--- src/rtl/apb_master_arb_pkg.sv ---
// Shared types and constants for the two-host APB master.
package apb_pkg;

   localparam int unsigned ADDR_W      = 7;
   localparam int unsigned DATA_W      = 8;
   localparam int unsigned SLV_SEL_BIT = 6;

   typedef enum logic [1:0] {
      IDLE   = 2'b00,
      SETUP  = 2'b01,
      ACCESS = 2'b10
   } apb_state_t;

endpackage

--- src/rtl/apb_master_arb_if.sv ---
// APB bus bundle between the master controller and its two slaves.
interface apb_master_arb_if;
   import apb_pkg::*;

   logic              PSELECT1;
   logic              PSELECT2;
   logic              PENABLE;
   logic              PWRITE;
   logic [ADDR_W-1:0] PADDR;
   logic [DATA_W-1:0] PWDATA;
   logic [DATA_W-1:0] PRDATA1;
   logic [DATA_W-1:0] PRDATA2;
   logic              PREADY1;
   logic              PREADY2;
   logic              PSLVERR1;
   logic              PSLVERR2;

   modport master (
      output PSELECT1, PSELECT2, PENABLE, PWRITE, PADDR, PWDATA,
      input  PRDATA1, PRDATA2, PREADY1, PREADY2, PSLVERR1, PSLVERR2
   );

   modport slave (
      input  PSELECT1, PSELECT2, PENABLE, PWRITE, PADDR, PWDATA,
      output PRDATA1, PRDATA2, PREADY1, PREADY2, PSLVERR1, PSLVERR2
   );

endinterface

--- src/rtl/apb_master_arb_arb.sv ---
// Two-input round-robin arbiter; on a tie the host that did not win last time is granted.
module apb_rr_arb2 (
   input  logic PCLK,
   input  logic PRESET,
   input  logic req0,
   input  logic req1,
   input  logic advance,
   output logic grant
);

   logic r_last_grant;

   always_comb begin
      if (req0 && !req1)
         grant = 1'b0;
      else if (req1 && !req0)
         grant = 1'b1;
      else
         grant = ~r_last_grant;
   end

   // Resets to host 1 so host 0 wins the first tie.
   always_ff @(posedge PCLK or negedge PRESET) begin
      if (!PRESET)
         r_last_grant <= 1'b1;
      else if (advance)
         r_last_grant <= grant;
   end

endmodule

--- src/rtl/apb_master_arb.sv ---
// APB master sharing one bus between two hosts: IDLE/SETUP/ACCESS sequencing with a PREADY timeout.
module apb_master_arb
   import apb_pkg::*;
#(
   parameter int unsigned TIMEOUT = 16,
   parameter int unsigned CNT_W   = 8
) (
   input  logic              PCLK,
   input  logic              PRESET,
   input  logic              req0,
   input  logic              wr0,
   input  logic [ADDR_W-1:0] addr0,
   input  logic [DATA_W-1:0] wdata0,
   output logic              ack0,
   output logic [DATA_W-1:0] rdata0,
   output logic              err0,
   input  logic              req1,
   input  logic              wr1,
   input  logic [ADDR_W-1:0] addr1,
   input  logic [DATA_W-1:0] wdata1,
   output logic              ack1,
   output logic [DATA_W-1:0] rdata1,
   output logic              err1,
   apb_master_arb_if.master  bus
);

   apb_state_t        r_state;
   logic              r_grant;
   logic              r_sel;
   logic [CNT_W-1:0]  r_cnt;
   logic              r_psel1, r_psel2, r_penable, r_pwrite;
   logic [ADDR_W-1:0] r_paddr;
   logic [DATA_W-1:0] r_pwdata;
   logic              r_ack0, r_ack1, r_err0, r_err1;
   logic [DATA_W-1:0] r_rdata0, r_rdata1;

   logic              w_grant, w_advance, w_ready, w_slverr, w_timeout, w_wr;
   logic [ADDR_W-1:0] w_addr;
   logic [DATA_W-1:0] w_wdata, w_prdata;

   assign w_advance = (r_state == IDLE) && (req0 || req1);

   apb_rr_arb2 u_arb (
      .PCLK    (PCLK),
      .PRESET  (PRESET),
      .req0    (req0),
      .req1    (req1),
      .advance (w_advance),
      .grant   (w_grant)
   );

   assign w_wr      = w_grant ? wr1    : wr0;
   assign w_addr    = w_grant ? addr1  : addr0;
   assign w_wdata   = w_grant ? wdata1 : wdata0;
   assign w_ready   = r_sel ? bus.PREADY2  : bus.PREADY1;
   assign w_slverr  = r_sel ? bus.PSLVERR2 : bus.PSLVERR1;
   assign w_prdata  = r_sel ? bus.PRDATA2  : bus.PRDATA1;
   assign w_timeout = (r_cnt == CNT_W'(TIMEOUT - 1));

   always_ff @(posedge PCLK or negedge PRESET) begin
      if (!PRESET) begin
         r_state   <= IDLE;
         r_grant   <= 1'b0;
         r_sel     <= 1'b0;
         r_cnt     <= '0;
         r_psel1   <= 1'b0;
         r_psel2   <= 1'b0;
         r_penable <= 1'b0;
         r_pwrite  <= 1'b0;
         r_paddr   <= '0;
         r_pwdata  <= '0;
         r_ack0    <= 1'b0;
         r_ack1    <= 1'b0;
         r_err0    <= 1'b0;
         r_err1    <= 1'b0;
         r_rdata0  <= '0;
         r_rdata1  <= '0;
      end else begin
         r_ack0 <= 1'b0;
         r_ack1 <= 1'b0;
         r_err0 <= 1'b0;
         r_err1 <= 1'b0;
         case (r_state)
            IDLE: begin
               if (w_advance) begin
                  r_grant  <= w_grant;
                  r_pwrite <= w_wr;
                  r_paddr  <= {1'b0, w_addr[SLV_SEL_BIT-1:0]};
                  r_pwdata <= w_wdata;
                  r_sel    <= w_addr[SLV_SEL_BIT];
                  r_psel1  <= ~w_addr[SLV_SEL_BIT];
                  r_psel2  <= w_addr[SLV_SEL_BIT];
                  r_state  <= SETUP;
               end
            end
            SETUP: begin
               r_penable <= 1'b1;
               r_state   <= ACCESS;
            end
            ACCESS: begin
               // A ready slave wins over a timeout landing in the same cycle.
               if (w_ready || w_timeout) begin
                  if (r_grant) begin
                     r_ack1 <= 1'b1;
                     r_err1 <= w_ready ? w_slverr : 1'b1;
                     if (w_ready && !r_pwrite) r_rdata1 <= w_prdata;
                  end else begin
                     r_ack0 <= 1'b1;
                     r_err0 <= w_ready ? w_slverr : 1'b1;
                     if (w_ready && !r_pwrite) r_rdata0 <= w_prdata;
                  end
                  r_psel1   <= 1'b0;
                  r_psel2   <= 1'b0;
                  r_penable <= 1'b0;
                  r_cnt     <= '0;
                  r_state   <= IDLE;
               end else begin
                  r_cnt <= r_cnt + 1'b1;
               end
            end
            default: r_state <= IDLE;
         endcase
      end
   end

   assign bus.PSELECT1 = r_psel1;
   assign bus.PSELECT2 = r_psel2;
   assign bus.PENABLE  = r_penable;
   assign bus.PWRITE   = r_pwrite;
   assign bus.PADDR    = r_paddr;
   assign bus.PWDATA   = r_pwdata;
   assign ack0   = r_ack0;
   assign ack1   = r_ack1;
   assign err0   = r_err0;
   assign err1   = r_err1;
   assign rdata0 = r_rdata0;
   assign rdata1 = r_rdata1;

endmodule

--- src/flat_wrapper.sv ---
// flat-port wrapper written by rule: the top's interface ports become plain ports
module apb_master_arb_flat import apb_pkg::*;
#(
   parameter int unsigned TIMEOUT = 16,
   parameter int unsigned CNT_W   = 8
)
  (PCLK, PRESET, req0, wr0, addr0, wdata0, ack0, rdata0, err0, req1, wr1, addr1, wdata1, ack1, rdata1, err1, bus_PSELECT1, bus_PSELECT2, bus_PENABLE, bus_PWRITE, bus_PADDR, bus_PWDATA, bus_PRDATA1, bus_PRDATA2, bus_PREADY1, bus_PREADY2, bus_PSLVERR1, bus_PSLVERR2);
  apb_master_arb_if bus_i ();
  input  logic PCLK;
  input  logic PRESET;
  input  logic req0;
  input  logic wr0;
  input  logic [ADDR_W-1:0] addr0;
  input  logic [DATA_W-1:0] wdata0;
  output logic ack0;
  output logic [DATA_W-1:0] rdata0;
  output logic err0;
  input  logic req1;
  input  logic wr1;
  input  logic [ADDR_W-1:0] addr1;
  input  logic [DATA_W-1:0] wdata1;
  output logic ack1;
  output logic [DATA_W-1:0] rdata1;
  output logic err1;
  output wire logic [$bits(bus_i.PSELECT1)-1:0] bus_PSELECT1;
  output wire logic [$bits(bus_i.PSELECT2)-1:0] bus_PSELECT2;
  output wire logic [$bits(bus_i.PENABLE)-1:0] bus_PENABLE;
  output wire logic [$bits(bus_i.PWRITE)-1:0] bus_PWRITE;
  output wire logic [$bits(bus_i.PADDR)-1:0] bus_PADDR;
  output wire logic [$bits(bus_i.PWDATA)-1:0] bus_PWDATA;
  input wire logic [$bits(bus_i.PRDATA1)-1:0] bus_PRDATA1;
  input wire logic [$bits(bus_i.PRDATA2)-1:0] bus_PRDATA2;
  input wire logic [$bits(bus_i.PREADY1)-1:0] bus_PREADY1;
  input wire logic [$bits(bus_i.PREADY2)-1:0] bus_PREADY2;
  input wire logic [$bits(bus_i.PSLVERR1)-1:0] bus_PSLVERR1;
  input wire logic [$bits(bus_i.PSLVERR2)-1:0] bus_PSLVERR2;
  assign bus_PSELECT1 = bus_i.PSELECT1;
  assign bus_PSELECT2 = bus_i.PSELECT2;
  assign bus_PENABLE = bus_i.PENABLE;
  assign bus_PWRITE = bus_i.PWRITE;
  assign bus_PADDR = bus_i.PADDR;
  assign bus_PWDATA = bus_i.PWDATA;
  assign bus_i.PRDATA1 = bus_PRDATA1;
  assign bus_i.PRDATA2 = bus_PRDATA2;
  assign bus_i.PREADY1 = bus_PREADY1;
  assign bus_i.PREADY2 = bus_PREADY2;
  assign bus_i.PSLVERR1 = bus_PSLVERR1;
  assign bus_i.PSLVERR2 = bus_PSLVERR2;
  apb_master_arb #(.TIMEOUT(TIMEOUT), .CNT_W(CNT_W)) u_core (.PCLK(PCLK), .PRESET(PRESET), .req0(req0), .wr0(wr0), .addr0(addr0), .wdata0(wdata0), .ack0(ack0), .rdata0(rdata0), .err0(err0), .req1(req1), .wr1(wr1), .addr1(addr1), .wdata1(wdata1), .ack1(ack1), .rdata1(rdata1), .err1(err1), .bus(bus_i));
endmodule
--- config.mk ---
export PLATFORM = sky130hd
export DESIGN_NAME = apb_master_arb_flat
export DESIGN_NICKNAME = d
export VERILOG_FILES = /design/src/rtl/apb_master_arb_pkg.sv /design/src/rtl/apb_master_arb_if.sv /design/src/rtl/apb_master_arb_arb.sv /design/src/rtl/apb_master_arb.sv /design/src/flat_wrapper.sv
export SDC_FILE = /design/constraint.sdc
export NUM_CORES = 1
export LEC_CHECK = 0
export BUFFER_PORTS_ARGS = -buffer_cell sky130_fd_sc_hd__buf_2
export CAP_MARGIN = 30
export CELL_PAD_IN_SITES_DETAIL_PLACEMENT = 1
export CELL_PAD_IN_SITES_GLOBAL_PLACEMENT = 2
export CORE_ASPECT_RATIO = 1.25
export CORE_MARGIN = 10
export CORE_UTILIZATION = 29
export DETAILED_ROUTE_END_ITERATION = 7
export PLACE_DENSITY = 0.91
export SETUP_SLACK_MARGIN = 0.1
export SLEW_MARGIN = 20
export SYNTH_ARGS = -nofsm -noshare
export SYNTH_HDL_FRONTEND = slang
export SYNTH_SLANG_ARGS = --single-unit
--- constraint.sdc ---
create_clock -name PCLK -period 2.5 [get_ports PCLK]
set_clock_uncertainty 0.05 [all_clocks]
set_input_delay 0.5 -clock PCLK [delete_from_list [all_inputs] [get_ports PCLK]]
set_output_delay 0.5 -clock PCLK [all_outputs]
set_load 0.02 [all_outputs]
==> flow_metrics.tcl, run 1 <==
set metrics [dict create \
    crit_buf_inv 0 \
    yosysUniqueCellTypes 39 \
    yosys-top-cells-area "dfrtp_1, mux2i_1, mux2_2" \
    syn_to_final_growth_pct 30.9 \
    cts-buffers-inserted 5 \
    place_ws_ps 570 \
    clock_latency_ps 310 \
    finalHoldViolations 0 \
    setup_slack_ps 624 \
    core_area_um2 7750 \
    fmax_mhz 533 \
    cts.path.max_buffers 2 \
    synthSimpleGateAreaFrac 0.125 \
    place.gp.congestion 0.753 \
    diodes 0 \
    syn_area_um2 2290 \
    end_kind "flip-flop" \
    synth_top_area_share 0.546 \
    dpl.hpwl_um 4950 \
    hp-class "primary input to async pin" \
    fin_util 0.387 \
    synth_top_family_by_area "multiplexers" \
    finalSetupTns_ps 0 \
    synth_warnings 0 \
    grt_pass1_vias 2077 \
    synth_xor_xnor_area_share 0.0230 \
    grt.overflow.total 0 \
    cts_tree "done" \
    post-route-drc-count 0 \
    synth.avg_cell_area_um2 11.4 \
    drive_above_1_share 0.433 \
    antenna_left 0 \
    slew_viol_final 0 \
    slew_headroom 0.579 \
    fillers 923 \
    period_needed_ps 1880 \
    track_usage 0.103 \
    wl_per_cell_um 15.5 \
    worst_slew_pin_slew_ps 632 \
    synth_adder_area_share 0.00546 \
    ys_ff_latch 51 \
    synth_compound_area_frac 0.0842 \
    max-vdd-ir-drop_mv 0.446 \
    status "complete, no violations" \
    wl_um 6100 \
    path_clk_slew_ps 90 \
    crit_path_start_kind "flip-flop" \
    grt_pass1_wl_um 10200 \
    cts_resized 0 \
    cpPeakStageDelay_ps 460 \
    dr.first_iter.drc_count 34 \
    yosys_most_used_dff "dfrtp_1" \
    worstPathArrival_ps 2010 \
    critPathTopFamily "simple AND/OR/NAND/NOR gates" \
    antenna_found_initial 0 \
    grt_max_degree 35 \
    period_share 0.751 \
    async_reset_ff_frac 1.00 \
    setup_viol_count_final 0 \
    die_y_um 119 \
    critPathRequiredTime_ps 2630 \
    worstPathCellList "ha_1, or4b_1, o31a_4, nor2_8, o22ai_1" \
    leakage_uw 0.00158 \
    multi_input_area_um2 950 \
    syn_nets 258 \
    cap_violations 0 \
    cts_setup_buffers 0 \
    fin_nets 354 \
    muxShareOfSynthArea 0.174 \
    synthCells 201 \
    p_per_area_nw_per_um2 1180 \
    slowest_stage "or4b_1" \
    holdWs_ps 154 \
    synth.yosys.seq_area_share 0.558 \
    ff_latch_area_um2 1280 \
    die_w_um 99.5 \
    io_buffers 93 \
    cts_root_buf "clkbuf_8" \
    cp.depth 5 \
    yosysTopAreaCell "dfrtp_1" \
    fp.dieArea_um2 11900 \
    vias 1823 \
    start_util 0.296 \
    cts_max_level 2 \
    pin_count 95 \
    cp_max_fo 10 \
    rsz0062_at_grt "false" \
    cts_sinks 51 \
    firstDrtPassIters 4 \
    rows 36 \
    reg2reg_depth 5 \
    synth-edff-count 0 \
    ctsHoldBuffers 0 \
    worstSetupPathType "flip-flop to flip-flop" \
    via_per_inst 4.64 \
]
## layer usage
layer / part of all wire / GRT usage
met5: 0 / 0
met4: 0.0062 / 0.0269
met3: 0.097 / 0.0532
met2: 0.49 / 0.167
met1: 0.41 / 0.116
## final cells by class
type,instances,area share
Multi-Input combinational cell,135,0.317
Clock inverter,3,0.0146
Timing Repair Buffer,98,0.172
Inverter,6,0.00752
Clock buffer,5,0.0230
Sequential cell,51,0.426
Tap cell,95,0.0397
## logic make-up (layout without fill, tap and decap cells)
logic type	count (synthesis)	in the layout
AND/OR/NAND/NOR	57	57
AO/OA/AOI/OAI	32	32
other	1	1
buffers and inverters	15	112
flip-flops	51	51
multiplexers	38	38
adder cells (fa/ha/maj)	1	1
XOR/XNOR	6	6
## sequential cells by signal (all words and copies together) (netlist names), 2 cells and up
name / cells
u_core.bus.PADDR: 6
u_core.rdata1: 8
u_core.bus.PWDATA: 8
u_core.r_state: 2
u_core.rdata0: 8
u_core.r_cnt: 8
## where the power goes
part / switching (uW) / internal (uW)
Clock: 288 / 298
Sequential: 202 / 1170
Combinational: 972 / 595
Total: 1460 / 2060
## cell usage after synthesis, types with 2 or more instances
master,count
o21ai_0,19
xor2_1,5
buf_4,2
nand2_1,28
nor2_1,12
inv_1,6
and2_1,2
mux2i_1,23
clkbuf_1,4
mux2_2,15
a21oi_1,5
nand4_1,3
and3_1,2
dfrtp_1,50
## layout by cell type (no fill, tap or decap), types with 2 or more instances in the layout
cell      Yosys  layout
mux2i_1      23      23
nand2_1      28      28
mux2_2       15      15
buf_4         2       4
o21ai_0      19      19
and3_1        2       2
o21ai_2       1       2
and2_1        2       2
buf_2         1      93
dfrtp_1      50      50
clkbuf_8      0       5
nor2_1       12      12
a21oi_1       5       5
xor2_1        5       5
nand4_1       3       3
inv_1         6       6
## worst paths after layout
check / start / to / slack, ps
min reg2reg: u_core.bus.PWDATA[6]$_DFFE_PN0P_ / u_core.bus.PWDATA[6]$_DFFE_PN0P_ / 430
max in group asynchronous: PRESET / u_core.u_arb.r_last_grant$_DFFE_PN1P_ / 1620
max reg2reg: u_core.r_cnt[0]$_DFFE_PN0N_ / u_core.bus.PSELECT2$_DFFE_PN0P_ / 620
min in group PCLK: req0 / u_core.u_arb.r_last_grant$_DFFE_PN1P_ / 360
max: u_core.r_cnt[0]$_DFFE_PN0N_ / u_core.bus.PSELECT2$_DFFE_PN0P_ / 620
min: PRESET / u_core.err0$_DFF_PN0_ / 150
## worst reg2reg max path: stages, from the launching register on
cell	delay, ps
dfrtp_1	400
ha_1	220
or4b_1	460
o31a_4	340
nor2_8	170
o22ai_1	120
## metrics by stage
stage	power, uW	std cells	cell area [um2]
2_1_floorplan	2410	201	2290
3_3_place_gp	2950	385	2880
3_5_place_dp	3010	385	2880
4_1_cts	3610	393	3000
5_1_grt	3800	393	3000
6_report	3520	393	3000
Power figures use the tool's default switching activity.
==> run 2, diff against run 1 <==
==> constraint.sdc (replaced) <==
create_clock -name PCLK -period 1.77 [get_ports PCLK]
set_clock_uncertainty 0.05 [all_clocks]
set_input_delay 0.354 -clock PCLK [delete_from_list [all_inputs] [get_ports PCLK]]
set_output_delay 0.354 -clock PCLK [all_outputs]
set_load 0.02 [all_outputs]
==> run 2 against run 1 <==
Net effect:
- the flow now finishes with violations (negative setup slack)
- cell count up 2.3%
- non-clock buffer count up 8
- sequential power increased by 42%
- maximum frequency up 5.1%
- sequential share of layout area fell by 1.4 points
- hold slack gained 59 ps
- clock-buffer cell count increased by 2
- combinational power grew 50%
- global-route usage up 0.56 points
- clock power up 28%
- critical endpoint is now u_core.err1$_DFF_PN0_
- largest power group unchanged
==> flow_metrics.tcl, run 2 (synthesis results as in run 1) <==
set metrics [dict create \
    status "complete, but fails checks" \
    violations "negative setup slack" \
    fmax_mhz 560 \
    reg2reg_depth 5 \
    crit_buf_inv 0 \
    wl_um 6270 \
    critPathTopFamily "simple AND/OR/NAND/NOR gates" \
    end_kind "flip-flop" \
    via_per_inst 4.62 \
    clockPowerShare 0.148 \
    hp-start "req0" \
    dp.cells 389 \
    cts-buffers-inserted 5 \
    cpPeakStageDelay_ps 450 \
    setup_slack_ps -14.8 \
    dr.first_iter.drc_count 30 \
    crit_path_start_kind "flip-flop" \
    slew_viol_final 0 \
    cts_tree "done" \
    p_int_uw 2950 \
    diodes 0 \
    r2r_end "u_core.err1$_DFF_PN0_" \
    fin_total_pwr_uw 5060 \
    vias 1858 \
    io_buffers 93 \
    leakage_uw 0.00162 \
    power.switching_uw 2110 \
    setup_viol_count_final 2 \
    p_per_area_nw_per_um2 1630 \
    met2_length_um 3030 \
    grt_pass1_vias 2207 \
    worstPathArrival_ps 1980 \
    dr_wl_met3_um 620 \
    cts_sinks 51 \
    pin_count 95 \
    grt_pass1_wl_um 10800 \
    slowest_stage "or4b_4" \
    cap_violations 0 \
    core_area_um2 7750 \
    max-vdd-ir-drop_mv 0.564 \
    period_share 1.01 \
    fp.dieArea_um2 11900 \
    grt_max_degree 31 \
    cts.path.max_buffers 2 \
    fin_cells 402 \
    die_w_um 99.5 \
    firstDrtPassIters 2 \
    dpl.hpwl_um 5010 \
    cp_max_fo 6 \
    rows 36 \
    place_ws_ps -92.8 \
    min_to "u_core.u_arb.r_last_grant$_DFFE_PN1P_" \
    cts_root_buf "clkbuf_8" \
    clock_latency_ps 300 \
    pwr-share-comb 0.467 \
    antenna_left 0 \
    wl_met1_um 2490 \
    drive_above_1_share 0.456 \
    fin_nets 363 \
    r2r_start "u_core.r_cnt[1]$_DFFE_PN0N_" \
    placedInstanceArea_um2 2930 \
    die_y_um 119 \
    syn_to_final_growth_pct 35.2 \
    rsz0062_at_grt "true" \
    worstSetupPathType "flip-flop to flip-flop" \
    start_util 0.296 \
    finalHoldViolations 0 \
    worstPathCellList "ha_4, or4b_4, o31a_4, nor2_8, and3_1" \
    final_common_cell "buf_2" \
    track_usage 0.109 \
    wl_per_cell_um 15.6 \
    period_needed_ps 1780 \
    r2r_setup_slack_ps -10 \
    hp-class "primary input to flip-flop" \
    stdcell_area_um2 3100 \
    path_clk_slew_ps 90 \
    hold_depth 2 \
    maxUsedRoutingLayer "met4" \
    critPathRequiredTime_ps 1970 \
    cts_max_level 2 \
    seqPwrFrac 0.385 \
    antenna_found_initial 0 \
    place.gp.congestion 0.772 \
    p_sw_frac 0.417 \
    post-route-drc-count 0 \
    holdWs_ps 213 \
    final_cell_mix "buf_2, dfrtp_1, nand2_1" \
    grt.overflow.total 0 \
]
[run 2: changes by cell type in the layout (fill, tap and decap cells not counted), sizes merged]
cell,delta
bufinv,-1
buf,+7
dlygate4sd3,+1
clkbuf,+2
clkinv,-2
clkinvlp,+1
nor2,+1
[run 2: worst max path at each step]
| stage | endpoint | depth (start not counted) | startpoint |
|---|---|---|---|
| after floorplan | u_core.bus.PSELECT2$_DFFE_PN0P_ | 5 | u_core.r_cnt[0]$_DFFE_PN0N_ |
| after global placement | u_core.bus.PSELECT2$_DFFE_PN0P_ | 5 | u_core.r_cnt[1]$_DFFE_PN0N_ |
| after detailed placement | u_core.bus.PSELECT2$_DFFE_PN0P_ | 5 | u_core.r_cnt[1]$_DFFE_PN0N_ |
| after CTS | u_core.err1$_DFF_PN0_ | 5 | u_core.r_cnt[1]$_DFFE_PN0N_ |
| after global routing | u_core.err0$_DFF_PN0_ | 5 | u_core.r_cnt[1]$_DFFE_PN0N_ |
| final | u_core.err1$_DFF_PN0_ | 5 | u_core.r_cnt[1]$_DFFE_PN0N_ |
[run 2: metrics by stage]
stage               utilization  setup TNS (ps)
finish                    0.400           -27.5
global route              0.400            -497
CTS                       0.399            -637
detailed placement        0.378            -346
global placement          0.378           -26.9
floorplan                     -               0
[run 2: final cells by class]
class / count / area [um2]
multi-input combinational: 136 / 983
clock buffer: 7 / 96.3
sequential: 51 / 1280
timing repair buffer: 106 / 591
clock inverter: 1 / 7.51
tap: 95 / 119
inverter: 6 / 22.5
fill: 933 / 4650
[run 2: timing repair]
item	in CTS	in global routing
resized for setup	4	1
pin swaps	9	2
endpoints found under the setup margin	20	25
gates cloned	1	0
hold buffers	1	0
endpoints found under the hold margin	12	0
setup buffers	2	1
[run 2: power by group through the flow]
| stage | logic, uW | clock network [uW] | registers (uW) |
|---|---|---|---|
| after floorplan | 985 | 0 | 2420 |
| after global placement | 2280 | 0 | 1940 |
| after detailed placement | 2350 | 0 | 1960 |
| after CTS | 2410 | 787 | 1950 |
| after global routing | 2610 | 829 | 2030 |
| final | 2360 | 748 | 1950 |
[run 2: metal layers]
metal | vias up | global-route usage
li1 | 900 | -
met1 | 876 | 0.117
met2 | 72 | 0.181
met3 | 10 | 0.0532
met4 | 0 | 0.0368
met5 | - | 0
[run 2: worst reg2reg max path: cells and delay by family, from the launching register on]
kind                     cells  cell delay [ps]
AND/OR/NAND/NOR              3              750
AO/OA/AOI/OAI                1              360
flip-flops                   1              410
adder cells (fa/ha/maj)      1              160
